--- src/rtl/alu_reservation_station.sv ---
// ALU-class reservation station: holds decoded ops until both operands are
// resolved by CDB snooping, then issues one ready op per cycle through a registered stage.
module alu_reservation_station #(
    parameter int unsigned ENTRIES = 8,
    parameter int unsigned TAG_W   = 4,
    parameter int unsigned DATA_W  = 32,
    parameter int unsigned ADDR_W  = 32,
    parameter int unsigned OP_W    = 5
) (
    input  logic                                            clk,
    input  logic                                            rst,
    input  logic                                            aluEnable,
    input  logic [(TAG_W-1)+2*(TAG_W+DATA_W)+OP_W-1:0]      aluData,
    input  logic [ADDR_W-1:0]                               inst_PC,
    output logic                                            rsFull,
    input  logic                                            flush,
    input  logic                                            cdbAluValid,
    input  logic [TAG_W-2:0]                                cdbAluTag,
    input  logic [DATA_W-1:0]                               cdbAluData,
    input  logic                                            cdbLsValid,
    input  logic [TAG_W-2:0]                                cdbLsTag,
    input  logic [DATA_W-1:0]                               cdbLsData,
    output logic                                            exValid,
    input  logic                                            exReady,
    output logic [OP_W-1:0]                                 exOp,
    output logic [DATA_W-1:0]                               exA,
    output logic [DATA_W-1:0]                               exB,
    output logic [ADDR_W-1:0]                               exPC,
    output logic [TAG_W-2:0]                                exDest
);
    localparam int unsigned IDX_W   = (ENTRIES > 1) ? $clog2(ENTRIES) : 1;
    localparam int unsigned DEST_W  = TAG_W - 1;
    localparam int unsigned D1_LSB  = OP_W;
    localparam int unsigned T1_LSB  = D1_LSB + DATA_W;
    localparam int unsigned D2_LSB  = T1_LSB + TAG_W;
    localparam int unsigned T2_LSB  = D2_LSB + DATA_W;
    localparam int unsigned DST_LSB = T2_LSB + TAG_W;
    localparam logic [TAG_W-1:0] FREE_TAG = {1'b1, {(TAG_W-1){1'b0}}};

    logic [ENTRIES-1:0] valid_q, valid_d;
    logic [OP_W-1:0]    op_q    [ENTRIES];
    logic [OP_W-1:0]    op_d    [ENTRIES];
    logic [DEST_W-1:0]  dest_q  [ENTRIES];
    logic [DEST_W-1:0]  dest_d  [ENTRIES];
    logic [ADDR_W-1:0]  pc_q    [ENTRIES];
    logic [ADDR_W-1:0]  pc_d    [ENTRIES];
    logic [TAG_W-1:0]   tag1_q  [ENTRIES];
    logic [TAG_W-1:0]   tag1_d  [ENTRIES];
    logic [DATA_W-1:0]  data1_q [ENTRIES];
    logic [DATA_W-1:0]  data1_d [ENTRIES];
    logic [TAG_W-1:0]   tag2_q  [ENTRIES];
    logic [TAG_W-1:0]   tag2_d  [ENTRIES];
    logic [DATA_W-1:0]  data2_q [ENTRIES];
    logic [DATA_W-1:0]  data2_d [ENTRIES];

    logic               any_rdy_c;
    logic               issue_c;
    logic [IDX_W-1:0]   sel_c;
    logic [IDX_W-1:0]   free_c;

    // Resolve one pending operand against both CDBs; ALU broadcast wins a tie.
    function automatic void wake(input  logic [TAG_W-1:0]  t_in,
                                 input  logic [DATA_W-1:0] d_in,
                                 output logic [TAG_W-1:0]  t_out,
                                 output logic [DATA_W-1:0] d_out);
        t_out = t_in;
        d_out = d_in;
        if (!t_in[TAG_W-1]) begin
            if (cdbAluValid && (t_in[TAG_W-2:0] == cdbAluTag)) begin
                t_out = FREE_TAG;
                d_out = cdbAluData;
            end else if (cdbLsValid && (t_in[TAG_W-2:0] == cdbLsTag)) begin
                t_out = FREE_TAG;
                d_out = cdbLsData;
            end
        end
    endfunction

    // Next-state: wakeup, select, issue invalidation and allocation.
    always_comb begin
        valid_d   = valid_q;
        any_rdy_c = 1'b0;
        sel_c     = '0;
        free_c    = '0;
        for (int i = 0; i < int'(ENTRIES); i++) begin
            op_d[i]    = op_q[i];
            dest_d[i]  = dest_q[i];
            pc_d[i]    = pc_q[i];
            tag1_d[i]  = tag1_q[i];
            data1_d[i] = data1_q[i];
            tag2_d[i]  = tag2_q[i];
            data2_d[i] = data2_q[i];
            if (valid_q[i]) begin
                wake(tag1_q[i], data1_q[i], tag1_d[i], data1_d[i]);
                wake(tag2_q[i], data2_q[i], tag2_d[i], data2_d[i]);
            end
        end
        for (int i = int'(ENTRIES) - 1; i >= 0; i--) begin
            if (valid_q[i] && tag1_q[i][TAG_W-1] && tag2_q[i][TAG_W-1]) begin
                any_rdy_c = 1'b1;
                sel_c     = IDX_W'(i);
            end
            if (!valid_q[i]) begin
                free_c = IDX_W'(i);
            end
        end
        issue_c = any_rdy_c && (!exValid || exReady);
        if (issue_c) begin
            valid_d[sel_c] = 1'b0;
        end
        if (aluEnable && !rsFull) begin
            valid_d[free_c] = 1'b1;
            op_d[free_c]    = aluData[OP_W-1:0];
            dest_d[free_c]  = aluData[DST_LSB +: DEST_W];
            pc_d[free_c]    = inst_PC;
            wake(aluData[T1_LSB +: TAG_W], aluData[D1_LSB +: DATA_W], tag1_d[free_c], data1_d[free_c]);
            wake(aluData[T2_LSB +: TAG_W], aluData[D2_LSB +: DATA_W], tag2_d[free_c], data2_d[free_c]);
        end
    end

    // State and issue-stage registers; reset and flush override everything.
    always_ff @(posedge clk) begin
        if (rst) begin
            valid_q <= '0;
            rsFull  <= 1'b0;
            exValid <= 1'b0;
            exOp    <= '0;
            exA     <= '0;
            exB     <= '0;
            exPC    <= '0;
            exDest  <= '0;
            for (int i = 0; i < int'(ENTRIES); i++) begin
                op_q[i]    <= '0;
                dest_q[i]  <= '0;
                pc_q[i]    <= '0;
                tag1_q[i]  <= FREE_TAG;
                data1_q[i] <= '0;
                tag2_q[i]  <= FREE_TAG;
                data2_q[i] <= '0;
            end
        end else if (flush) begin
            valid_q <= '0;
            rsFull  <= 1'b0;
            exValid <= 1'b0;
        end else begin
            valid_q <= valid_d;
            rsFull  <= &valid_d;
            for (int i = 0; i < int'(ENTRIES); i++) begin
                op_q[i]    <= op_d[i];
                dest_q[i]  <= dest_d[i];
                pc_q[i]    <= pc_d[i];
                tag1_q[i]  <= tag1_d[i];
                data1_q[i] <= data1_d[i];
                tag2_q[i]  <= tag2_d[i];
                data2_q[i] <= data2_d[i];
            end
            if (issue_c) begin
                exValid <= 1'b1;
                exOp    <= op_q[sel_c];
                exA     <= data1_q[sel_c];
                exB     <= data2_q[sel_c];
                exPC    <= pc_q[sel_c];
                exDest  <= dest_q[sel_c];
            end else if (exReady) begin
                exValid <= 1'b0;
            end
        end
    end
endmodule

--- config.mk ---
export PLATFORM = sky130hd
export DESIGN_NAME = alu_reservation_station
export DESIGN_NICKNAME = d
export VERILOG_FILES = /design/src/rtl/alu_reservation_station.sv
export SDC_FILE = /design/constraint.sdc
export NUM_CORES = 2
export LEC_CHECK = 0
export ABC_CLOCK_PERIOD_IN_PS = 24300
export CAP_MARGIN = 10
export CORE_MARGIN = 2
export CORE_UTILIZATION = 45
export DETAILED_ROUTE_END_ITERATION = 8
export GPL_TIMING_DRIVEN = 0
export PLACE_DENSITY = 0.64
export SLEW_MARGIN = 10
export SYNTH_ARGS = -nofsm -noshare
export SYNTH_HDL_FRONTEND = slang
export SYNTH_SLANG_ARGS = --single-unit
--- constraint.sdc ---
create_clock -name clk -period 24.3 [get_ports clk]
set_input_delay 4.86 -clock clk [delete_from_list [all_inputs] [get_ports clk]]
set_output_delay 4.86 -clock clk [all_outputs]
set_load 0.02 [all_outputs]
; Word level (Yosys, flattened, before mapping)
; Memories as Yosys holds them, arrays and structs flattened. A register that Yosys moved wholly into a read port is not among the register bits.
; Cells that the tools add are included.
[classes]
n_eq_ne = 36
magnitude_cmp = 6
reduce_logical = 64
mux = 259
bitwise = 61
[ops]
columns = op, n
row1 = 2-to-1 mux 32 bit, 99
row2 = bitwise mux 256 bit, 3
row3 = 2-to-1 mux 256 bit, 3
row4 = 2-to-1 mux 4 bit, 89
row5 = equality test 3 bit, 36
row6 = demux 32 bit (select 3 bit), 1
row7 = 2-to-1 mux 3 bit, 25
row8 = bitwise mux 32 bit, 2
row9 = logical AND 1 bit, 57
row10 = OR 1 bit, 56
row11 = 2-to-1 mux 5 bit, 9
row12 = bitwise mux 40 bit, 1
row13 = 2-to-1 mux 40 bit, 1
row14 = bitwise mux 24 bit, 1
row15 = 2-to-1 mux 24 bit, 1
row16 = 2-to-1 mux 1 bit, 17
row17 = 2-to-1 mux 8 bit, 2
row18 = demux 5 bit (select 3 bit), 1
row19 = demux 4 bit (select 3 bit), 1
row20 = demux 3 bit (select 3 bit), 1
row21 = bitwise AND 8 bit, 1
row22 = less-than comparator 3 x 4 -> 1 bit (second input constant), 2
row23 = NOT 8 bit, 1
row24 = OR 8 bit, 1
row25 = 12 further kinds, 15
[totals]
input_bits = 189
ff_bits = 10
out_inout_bits = 106
mem_count = 7
ramBits = 896
word_cells = 436
[mem_list]
columns = memory, depth, word_bits, read_ports, rd_clocked_by_memory_dff, write_ports, line
row1 = data1_q, 8, 32, 9, 1, 8, 49  ; logic [DATA_W-1:0] data1_q [ENTRIES];
row2 = data2_q, 8, 32, 9, 1, 8, 53  ; logic [DATA_W-1:0] data2_q [ENTRIES];
row3 = pc_q, 8, 32, 9, 1, 8, 45  ; logic [ADDR_W-1:0] pc_q [ENTRIES];
row4 = op_q, 8, 5, 9, 1, 8, 41  ; logic [OP_W-1:0] op_q [ENTRIES];
row5 = tag1_q, 8, 4, 8, 0, 8, 47  ; logic [TAG_W-1:0] tag1_q [ENTRIES];
row6 = tag2_q, 8, 4, 8, 0, 8, 51  ; logic [TAG_W-1:0] tag2_q [ENTRIES];
row7 = 1 more memories, n/a, n/a, n/a, n/a, n/a, n/a

; Depth between registers and ports, before layout
[logic_depth]
ltp_word = 20
depth_mapped = 11
depth_no_buf = 6

; Worst setup path before layout
; No wires, ideal clock.
[synth_path]
path_kind = input to register
startpoint = input rst
endpoint = memory data1_q[0][0] (enable)
n_path_buf = 3
t_arrival_ns = 19.346
setup_slack_ns = 3.906
cell_stages = 4
setup_time_ns = 1.049
required_time_ns = 23.251
cell_sequence = clkbuf_1 > clkbuf_1 > clkbuf_1 > nand2b_1
[synth_lines]
columns = element, line
row1 = "start, declared", 11  ; input logic rst,
row2 = "end, declared", 49

==> metrics.md <==
| Metric | Value |
|---|---|
| Row count | 134 |
| 1st-iter DRT viols | 13,460 |
| Family with the most delay on the worst path | buffers and inverters |
| Fillers | 12,590 |
| Final max-slew violation count | 12 |
| Peak VDD IR | 0.05476 mV |
| Switching share of power | 28.95% |
| Clock Sinks | 1,010 |
| I/O Buffers | 181 |
| Post-synth EDFFs | 896 |
| Worst-Margin Slew | 1.534 ns |
| Skew final | 0.05563 ns |
| Mean Syn Cell Area | 9.118 um2 |
| CTS Hold Bufs | 0 |
| Drt pass-1 iters | 9 |
| Layout cells sized above 1 | 7.636% |
| Area grow syn2layout | 14.47% |
| Die area | 137,000 um2 |
| Max incr delay on CP | 0.90 ns |
| Post-Syn Area | 60,340 um2 |
| Hold Path Class | reg -> reg |
| WS Path Type | in -> reg |
| Worst setup SP type | input pin |
| P_sw | 1.310 mW |
| Yosys reg bits | 1,010 |
| CP most frequent cell | buf_16 |
| Fmax | 114.3 MHz |
| Clock latency on the worst-skew pair | 0.85 ns |
| Synth warn | 0 |
| Die X | 370.2 um |
| Count of different cell masters after synthesis | 72 |
| First-pass GRT wire length | 454,600 um |
| Number of global-route vias before repair | 58,610 |
| Leak Pwr | 25.06 nW |
| Via count | 64,270 |
| Post-CTS Setup Bufs | 0 |
| Gr ovfl total | 0 |
| Post-layout utilization of the core | 51.82% |
| Tcrit/Tclk final | 36.01% |
| Max Root-Sink Buffers | 3 |
| Number of remaining DRC errors | 7 |
| Core area | 133,300 um2 |
| Initial antenna violation count | 46 |
| Crit-path slowest cell | clkbuf_1 |
| Vias per inst | 7.257 |
| GP Congestion | 1.075 |
| CTS root buffer | clkbuf_16 |
| Top_reg_cell synth | edfxtp_1 |
| Die height | 370.2 um |
| Global Route Usage Sum | 47.06% |
| Nets | 7,134 |
| Starting Density | 45.27% |
| Crit path required time | 24.78 ns |
| Post-synthesis cell count | 6,618 |
| Crit-path cells | clkbuf_1 > clkbuf_1 > clkbuf_1 > nand2b_4 > buf_16 > buf_16 > buf_16 > buf_16 |
| Setup crit end kind | flip-flop |
| Clock H-tree levels | 3 |
| Post-synth net total | 6,807 |
| Num CTS Buffers | 116 |
| P_int | 3.216 mW |
| DRT antenna net count | 0 |
| Clock power frac | 41.2% |
| Unrepaired setup endpoints after global routing | no |
| Part of the power in registers | 45.9% |
| Pre-CTS WS | 14.98 ns |
| CTS tree | done |
| Final hold slack | 0.4689 ns |
| Post-layout instance area | 69,080 um2 |
| Max Cap Violations | 1 |
| Ys async rst share | 0% |
| Status | finished, violations left |
| Sequential share of the synthesized area | 48.37% |
| Wire per inst | 37.84 um |
| Power density over cell area | 65.52 nW/um2 |
| Final Setup Violations | 0 |
| Placed Area | 65,070 um2 |
| CP Buf/Inv Count | 7 |
| CTS resizes | 0 |
| Final hold vios | 0 |
| Slew Limit Headroom | -2.262% |
| Failing checks | design-rule violations, max-capacitance violations, max-slew violations |
| IO Count | 295 |
| Final HPWL DP | 230,600 um |
| Logic gate share of total power | 12.9% |
| TNS Setup | 0 ns |
| Critical Path Fanout Max | 56 |
| Clock slew at reported path FFs | 0.06 ns |
| Pin count of the biggest net entering global routing | 60 |
| Final min period | 8.751 ns |
| Worst EP arrival | 9.23 ns |
| Final WL | 335,200 um |
| Final WS setup | 15.55 ns |
Yosys cell counts, drive strengths merged, types with 4 or more instances:
cell	number	area share [%]
nor2b	15	0.16
a21boi	8	0.14
nand3b	8	0.10
nand2b	23	0.24
a21o	105	1.3
a31oi	43	0.45
inv	7	0.044
nand3	202	1.7
o211ai	69	0.87
and3	66	0.68
nand2	1457	9.1
a32o	62	1.0
o22a	64	0.93
o21ai	414	3.4
edfxtp	896	45
a21oi	624	5.2
a22o	43	0.62
a211oi	42	0.52
o21bai	7	0.087
mux2i	380	6.3
nor2	88	0.55
a32oi	46	0.67
xnor2	108	1.6
buf	299	2.5
or2	4	0.046
a22oi	167	2.1
nor3	15	0.16
and4	6	0.087
o22ai	586	6.1
o2bb2ai	21	0.30
clkbuf	502	3.1
dfxtp	114	3.8
nand4	83	0.89
nor3b	19	0.24
stage by stage:
step / std cells / power, mW
after floorplan: 6618 / 2.451
after global placement: 8567 / 2.700
after detailed placement: 8594 / 2.655
after CTS: 8813 / 4.455
after global routing: 8817 / 4.577
final: 8857 / 4.526
registers in the layout (all words and copies together), names as in the netlist:
register  count
rsFull        1
exA          32
data2_q     256
exDest        3
exOp          5
exPC         32
pc_q        256
tag2_q       32
op_q         40
data1_q     256
valid_q       8
tag1_q       32
exB          32
exValid       1
dest_q       24
routing by layer:
layer | GRT usage [%] | part of all wire (%) | wire [um]
met1 | 55.95 | 34 | 113000
met2 | 65.49 | 40 | 133700
met3 | 21.72 | 17 | 55410
met4 | 36.55 | 9.7 | 32600
met5 | 0 | 0.13 | 421
power by group through the flow:
stage / sequential, mW / combinational (mW) / clock, mW
after floorplan: 2.13 / 0.321 / 0
after global placement: 2.17 / 0.526 / 0
after detailed placement: 2.11 / 0.548 / 0
after CTS: 2.07 / 0.549 / 1.83
after global routing: 2.09 / 0.595 / 1.90
final: 2.08 / 0.585 / 1.86
area by class of cell:
| type | instances | area, um2 | area share (%) |
|---|---|---|---|
| Antenna cell | 43 | 107.6 | 0.1558 |
| Buffer | 801 | 3407 | 4.932 |
| Timing Repair Buffer | 209 | 2455 | 3.554 |
| Tap cell | 1768 | 2212 | 3.202 |
| Clock buffer | 176 | 3450 | 4.994 |
| Sequential cell | 1010 | 29190 | 42.25 |
| Inverter | 8 | 30.03 | 0.04347 |
| Multi-Input combinational cell | 4799 | 27800 | 40.24 |
| Clock inverter | 43 | 429.2 | 0.6213 |
layout by cell type (no fill, tap or decap), types with 20 or more instances in the layout:
cell type and instances:
nand2_1 1454, edfxtp_1 896, a21oi_1 619, o22ai_1 580, clkbuf_1 521, o21ai_0 409
mux2i_1 380, buf_2 252, nand3_1 202, clkdlybuf4s50_1 181, a22oi_1 166, clkbuf_16 117
dfxtp_1 114, xnor2_1 108, a21o_1 105, nor2_1 86, nand4_1 80, o211ai_1 68
and3_1 66, o22a_1 64, a32o_1 62, a32oi_1 46, diode_2 43, a22o_1 43
a31oi_1 43, a211oi_1 40, clkbuf_8 30, buf_1 28, nand2b_1 22, o2bb2ai_1 21
clkinv_2 20
final timing paths:
kind | startpoint | endpoint | slack, ns | cells past startpoint
worst max-delay path | rst | data2_q[6][15]$_SDFFCE_PP0P_ | 15.55 | 8
worst min-delay path | exB[12]$_SDFFE_PP0P_ | exB[12]$_SDFFE_PP0P_ | 0.47 | 1
worst max register to register | valid_q[3]$_SDFF_PN0_ | exB[8]$_SDFFE_PP0P_ | 19.80 | 8
worst min register to register | exB[12]$_SDFFE_PP0P_ | exB[12]$_SDFFE_PP0P_ | 0.47 | 1
cells by family after synthesis:
group	synth area share, %
and+or+nand+nor	13.99
DFF	48.37
muxes	6.303
buffers and inverters	5.675
xor gates and xnor gates	1.568
AOI/OAI and AO/OA	24.10
Note: power is estimated with default switching activity, not from simulation.
